--- src/rtl/common_pkg.sv ---
// Shared core types (word and architectural register address) plus register-file defaults.
package common;

    localparam int unsigned XLEN         = 64;
    localparam int unsigned CREG_ADDR_W  = 5;
    localparam int unsigned NREG_DEFAULT = 32;

    typedef logic [XLEN-1:0]        word_t;
    typedef logic [CREG_ADDR_W-1:0] creg_addr_t;

    localparam creg_addr_t REG_ZERO = '0;

    // One write-port transaction as seen inside the register file.
    typedef struct packed {
        logic       valid;
        creg_addr_t addr;
        word_t      data;
    } wr_req_t;

    // True for an address that names a real, writable register.
    function automatic logic reg_ok(input creg_addr_t a, input int unsigned n);
        return (a != REG_ZERO) && (32'(a) < n);
    endfunction

endpackage

--- src/rtl/regfile_scoreboard.sv ---
// Per-register busy bits: set at issue, cleared by writeback, wiped by flush.
module regfile_scoreboard
    import common::*;
#(
    parameter int unsigned NREG = NREG_DEFAULT
) (
    input  logic             clk,
    input  logic             reset,
    input  logic             set_valid,
    input  creg_addr_t       set_addr,
    input  logic [NREG-1:0]  clr,
    input  logic             flush,
    output logic [NREG-1:0]  busy
);

    logic [NREG-1:0] busy_nxt;

    // Set is applied after clear (newer producer wins); flush overrides both.
    always_comb begin
        busy_nxt = busy & ~clr;
        if (set_valid && reg_ok(set_addr, NREG)) begin
            busy_nxt[set_addr] = 1'b1;
        end
        if (flush) begin
            busy_nxt = '0;
        end
        busy_nxt[0] = 1'b0;
    end

    always_ff @(posedge clk or negedge reset) begin
        if (!reset) begin
            busy <= '0;
        end else begin
            busy <= busy_nxt;
        end
    end

endmodule

--- src/rtl/regfile_mp.sv ---
// Multi-ported 64-bit register file with issue scoreboard; r0 reads as zero.
// Optional same-cycle write-to-read forwarding is enabled by defining REGFILE_BYPASS_EN.
module regfile_mp
    import common::*;
#(
    parameter int unsigned NREAD  = 2,
    parameter int unsigned NWRITE = 1,
    parameter int unsigned NREG   = NREG_DEFAULT
) (
    input  logic              clk,
    input  logic              reset,
    input  creg_addr_t        ra [NREAD],
    output word_t             rd [NREAD],
    output logic [NREAD-1:0]  rbusy,
    input  logic [NWRITE-1:0] wvalid,
    input  creg_addr_t        wa [NWRITE],
    input  word_t             wd [NWRITE],
    input  logic              set_valid,
    input  creg_addr_t        set_addr,
    input  logic              flush
);

    wr_req_t         wr [NWRITE];
    word_t           regs [NREG];
    word_t           regs_nxt [NREG];
    logic [NREG-1:0] wr_clr;
    logic [NREG-1:0] busy;

    always_comb begin
        for (int j = 0; j < NWRITE; j++) begin
            wr[j] = '{valid: wvalid[j], addr: wa[j], data: wd[j]};
        end
    end

    // Ports applied in ascending order so the highest-index port wins a collision.
    always_comb begin
        for (int k = 0; k < NREG; k++) begin
            regs_nxt[k] = regs[k];
        end
        wr_clr = '0;
        for (int j = 0; j < NWRITE; j++) begin
            if (wr[j].valid && reg_ok(wr[j].addr, NREG)) begin
                regs_nxt[wr[j].addr] = wr[j].data;
                wr_clr[wr[j].addr]   = 1'b1;
            end
        end
        regs_nxt[0] = '0;
    end

    always_ff @(posedge clk or negedge reset) begin
        if (!reset) begin
            for (int k = 0; k < NREG; k++) begin
                regs[k] <= '0;
            end
        end else begin
            for (int k = 0; k < NREG; k++) begin
                regs[k] <= regs_nxt[k];
            end
        end
    end

    regfile_scoreboard #(
        .NREG (NREG)
    ) u_scoreboard (
        .clk       (clk),
        .reset     (reset),
        .set_valid (set_valid),
        .set_addr  (set_addr),
        .clr       (wr_clr),
        .flush     (flush),
        .busy      (busy)
    );

    // Combinational read ports; forced to zero while reset is held.
    always_comb begin
        for (int i = 0; i < NREAD; i++) begin
            rd[i]    = '0;
            rbusy[i] = 1'b0;
            if (reg_ok(ra[i], NREG)) begin
                rd[i]    = regs[ra[i]];
                rbusy[i] = busy[ra[i]];
`ifdef REGFILE_BYPASS_EN
                for (int j = 0; j < NWRITE; j++) begin
                    if (wr[j].valid && (wr[j].addr == ra[i])) begin
                        rd[i]    = wr[j].data;
                        rbusy[i] = 1'b0;
                    end
                end
`else
`endif
            end
            if (!reset) begin
                rd[i] = '0;
            end
        end
    end

endmodule

--- config.mk ---
export PLATFORM = sky130hd
export DESIGN_NAME = regfile_mp
export DESIGN_NICKNAME = d
export VERILOG_FILES = /design/src/rtl/common_pkg.sv /design/src/rtl/regfile_scoreboard.sv /design/src/rtl/regfile_mp.sv
export SDC_FILE = /design/constraint.sdc
export NUM_CORES = 2
export LEC_CHECK = 0
export ABC_CLOCK_PERIOD_IN_PS = 3600
export CAP_MARGIN = 0
export CORE_ASPECT_RATIO = 0.8
export CORE_MARGIN = 2
export CORE_UTILIZATION = 50
export DETAILED_ROUTE_END_ITERATION = 8
export PLACE_DENSITY_LB_ADDON = 0.05
export SYNTH_ARGS = -nofsm -noshare
export SYNTH_HDL_FRONTEND = slang
export SYNTH_SLANG_ARGS = --single-unit
--- constraint.sdc ---
create_clock -name clk -period 3.6 [get_ports clk]
set_input_delay 0.72 -clock clk [delete_from_list [all_inputs] [get_ports clk]]
set_output_delay 0.72 -clock clk [all_outputs]
set_load 0.01 [all_outputs]
# Yosys cells after proc, flatten, opt, wreduce, memory -nomap -nowiden
# Cells that the tools add are included.
[word_totals] register_bits=2015 latchBits=0 ram_bits=0 mem_bits_ro=0 wordCells=83 mem_count=0
[classes] n_addsub=0 multipliers=0 div_mod_pow=0 magnitude_cmp=10 eq_ne=0 shifts=0 n_mux=26 bitwise_logic=6 n_reduce_logical=9
[ops] op="bitwise mux 2048 bit" count=1
[ops] op="binary-select mux 64 bit (select 5 bit)" count=2
[ops] op="2-to-1 mux 64 bit" count=9
[ops] op="demux 64 bit (select 5 bit)" count=1
[ops] op="2-to-1 mux 32 bit" count=3
[ops] op="bitwise AND 32 bit" count=1
[ops] op="inverter 32 bit" count=1
[ops] op="OR 32 bit" count=1
[ops] op="< comparator 5 x 6 -> 1 bit, second input constant" count=4
[ops] op="nonzero test 5 bit" count=4
[ops] op="greater-or-equal comparator 6 bit, second input constant" count=3
[ops] op="inverter 5 -> 6 bit" count=3
[ops] op="binary-select mux 1 bit (select 5 bit)" count=2
[ops] op="demux 1 bit (select 5 bit)" count=2
[ops] op="greater-or-equal comparator 5 x 1 -> 1 bit, second input constant" count=2
[ops] op="< comparator 6 x 1 -> 1 bit, second input constant" count=1
[ops] op="2-to-1 mux 1 bit" count=6
[ops] op="logical AND 1 bit" count=5

# Longest topological paths before layout
[logic_depth] depth_word=10 ltp_mapped=10

# Modules after synthesis
# Synthesis repeated with hierarchy kept, for this count alone.
[hier_totals] hier_cells=8535 hier_area_um2=108183.8
[modules_own_cells] module="regfile_mp" n_inst=1 cells_per_inst=8423 area_per_inst_um2=106876.3 seq_area_each_um2=49647.6
[modules_own_cells] module="regfile_scoreboard" n_inst=1 cells_per_inst=112 area_per_inst_um2=1307.5 seq_area_each_um2=775.7

# Worst setup path before layout
# Ideal clock, no wire load.
[synth_timing] kind="input -> output" from="input ra[6] (netlist name)" to="output rd[114] (netlist name)" arrival_time_ns=2.435 required_ns=2.880 path_slack_ns=0.445 path_stages=8 cell_sequence="buf_2 > buf_2 > buf_1 > mux2_2 > a221o_1 > a21oi_1 > a21oi_1 > o21a_1"
[synth_lines] item="start: declaration" line="regfile_mp.sv:12" rtl="input creg_addr_t ra [NREAD],"
[synth_lines] item="end: declaration" line="regfile_mp.sv:13" rtl="output word_t rd [NREAD],"

==> results.sh <==
export IMPL_drv_cap=0
export IMPL_skew_ps=0
export IMPL_core_um2=215000
export IMPL_status="complete, but fails checks"
export IMPL_path_cells="buf_16 -> buf_12 -> buf_16 -> buf_16 -> buf_8 -> mux4_2 -> mux4_2 -> nor2_4 -> nor2_4 -> dlygate4sd2_1"
export IMPL_firstDrtPassIters=6
export IMPL_grt_pass1_wl_um=570000
export IMPL_first_global_vias=74393
export IMPL_synth_cell_type_count=52
export IMPL_cts_path_max_buffers=4
export IMPL_n_fill_cell=16009
export IMPL_drv_slew=0
export IMPL_dp_worst_setup_slack_ps=-1020
export IMPL_path_class="input pin to primary output"
export IMPL_cp_required_ps=2880
export IMPL_yosys_warnings=0
export IMPL_cp_common_cell="buf_16"
export IMPL_mostFrequentLayoutCells="2154 x mux2_2, 2015 x dfrtp_1, 959 x mux4_2"
export IMPL_start_util=0.503
export IMPL_vias=74025
export IMPL_crit_buf_inv=6
export IMPL_route_detailed_drc=0
export IMPL_hold_violations=1
export IMPL_ys_ff_latch=2015
export IMPL_tightest_slew_ps=1220
export IMPL_stdcell_count=10852
export IMPL_synth_flop_cell="dfrtp_1"
export IMPL_boundaryPins=219
export IMPL_seq_area_frac_synth=0.467
export IMPL_setup_violations=31
export IMPL_area_growth_pct=22.5
export IMPL_worst_ep_arrival_time_ps=2990
export IMPL_wl_per_cell_um=36.8
export IMPL_hp_class="input pin to async pin"
export IMPL_powerDensity_nw_per_um2=529
export IMPL_fmax_mhz=270
export IMPL_drt_iter0_markers=7779
export IMPL_viasPerCell=6.82
export IMPL_postSynthCellCount=7116
export IMPL_ant_nets=0
export IMPL_cts_buffers=219
export IMPL_clkSinkCount=2015
export IMPL_path_clk_slew_ps=60
export IMPL_synth_avg_cell_area_um2=15.2
export IMPL_grt_use_total=0.364
export IMPL_p_total_mw=70.1
export IMPL_fp_dieW_um=524
export IMPL_setup_slack_ps=-109
export IMPL_slew_headroom=0.183
export IMPL_die_h_um=420
export IMPL_grt_max_degree=166
export IMPL_worstSetupEndpointType="primary output"
export IMPL_fp_row_count=152
export IMPL_fin_crit_sh=1.03
export IMPL_dp_hpwl_um=249000
export IMPL_antenna_found_initial=37
export IMPL_cts_htree_levels=4
export IMPL_drive_gt1_frac=0.616
export IMPL_root_buffer="clkbuf_16"
export IMPL_wl_um=400000
export IMPL_synth_area_um2=108000
export IMPL_critical_path_depth=10
export IMPL_async_reset_ff_frac=1.00
export IMPL_critPathTopFamily="multiplexers"
export IMPL_grt_overflow_total=0
export IMPL_fin_hold_ws_ps=-8.90
export IMPL_start_kind="input pin"
export IMPL_nets=7903
export IMPL_cts_tree="built"
export IMPL_synth_edff_count=0
export IMPL_die_area_um2=220000
export IMPL_cp_slowest_cell="mux4_2"
export IMPL_period_needed_ps=3710
export IMPL_violations="hold timing, setup timing"
export IMPL_dp_cells=10161
export IMPL_rsz0062_at_grt="true"
export IMPL_p_leak_nw=57.5
export IMPL_synth_nets=7205
export IMPL_gp_routability_congestion=0.858
export IMPL_insertion_delay_ps=890
export IMPL_final_common_cell="mux2_2"
export IMPL_crit_fanout=6
export IMPL_r2r_worst_path_cells=2
export IMPL_numPortBuffers=218
export IMPL_ir_drop_uv=490
export IMPL_crit_path_max_incr_delay_ps=510
-- cells in the mapped netlist, drive strengths merged (5+ instances only) --
cell type / instances / area (µm²)
mux2: 2214 / 24900
nor2b: 23 / 144
inv: 6 / 22.5
nand2: 61 / 229
nor3b: 6 / 50.1
a22o: 10 / 87.6
o22ai: 35 / 219
a221o: 41 / 410
a221oi: 72 / 631
nand2b: 67 / 419
dfrtp: 2015 / 50400
nor2: 152 / 591
buf: 402 / 2130
o211ai: 43 / 323
a31oi: 8 / 50.1
mux4: 959 / 21600
nor3: 51 / 255
nand3: 6 / 30.0
a211oi: 19 / 143
mux2i: 149 / 1490
o21a: 43 / 323
nand3b: 5 / 37.5
a21oi: 121 / 606
clkbuf: 386 / 1450
o22a: 34 / 298
o21ai: 101 / 505
a22oi: 62 / 465
-- sequential cells by signal (all words and copies together) (netlist names) --
signal / cells
regs: 1984
u_scoreboard.busy: 31
-- power breakdown --
group          internal [mW]  switching (mW)
logic                   9.75            6.35
clock network           13.9            9.79
registers               27.0            3.33
-- worst paths after layout --
check	from	end	slack (ps)
setup / recovery	ra[0]	rd[0]	-110
hold / removal	reset	regs[613]	-9
setup reg to reg	regs[1694]	regs[1694]	2680
hold reg to reg	regs[484]	regs[484]	510
max in group asynchronous	reset	regs[722]	1090
min in group clk	regs[484]	regs[484]	510
-- layer usage --
metal,global-route usage,up-vias,share of wire
met5,0,-,0.00047
met4,0.143,30,0.044
met3,0.0887,863,0.089
li1,-,29082,-
met1,0.512,40613,0.41
met2,0.548,3437,0.46
-- layout make-up --
| cell class | count | area (µm²) | area share |
|---|---|---|---|
| repair buffers | 1265 | 15100 | 0.114 |
| clock buffers | 320 | 6530 | 0.0493 |
| well taps | 2849 | 3560 | 0.0269 |
| clock inverters | 73 | 895 | 0.00676 |
| diodes | 17 | 42.5 | 0.000321 |
| flip-flops and latches | 2015 | 50400 | 0.381 |
| multi-input cells | 4307 | 55900 | 0.422 |
| inverters | 6 | 27.5 | 0.000208 |
-- kinds of logic (layout without fill, tap and decap cells) --
group,Yosys count,count (layout),share of synthesized area
AOI/OAI and AO/OA,598,598,0.0383
DFF,2015,2015,0.467
other,0,17,0
buffers and inverters,794,1664,0.0333
and+or+nand+nor,387,387,0.0173
muxes,3322,3322,0.444
-- repair_timing --
item	in CTS	in global routing
pin swaps	73	95
endpoints found under the setup margin	130	110
resized for setup	767	230
hold endpoints to repair	130	0
setup buffers	198	105
hold buffers	3	0
gates cloned	24	6
-- metrics by stage --
stage | util | area (µm²) | setup TNS, ps
floorplan | - | 108000 | 0
global route | 0.617 | 132000 | -2510
CTS | 0.611 | 131000 | -3030
detailed placement | 0.555 | 119000 | -54060
global placement | 0.555 | 119000 | -55170
finish | 0.617 | 132000 | -1340
Note: power is estimated with default switching activity, not from simulation.
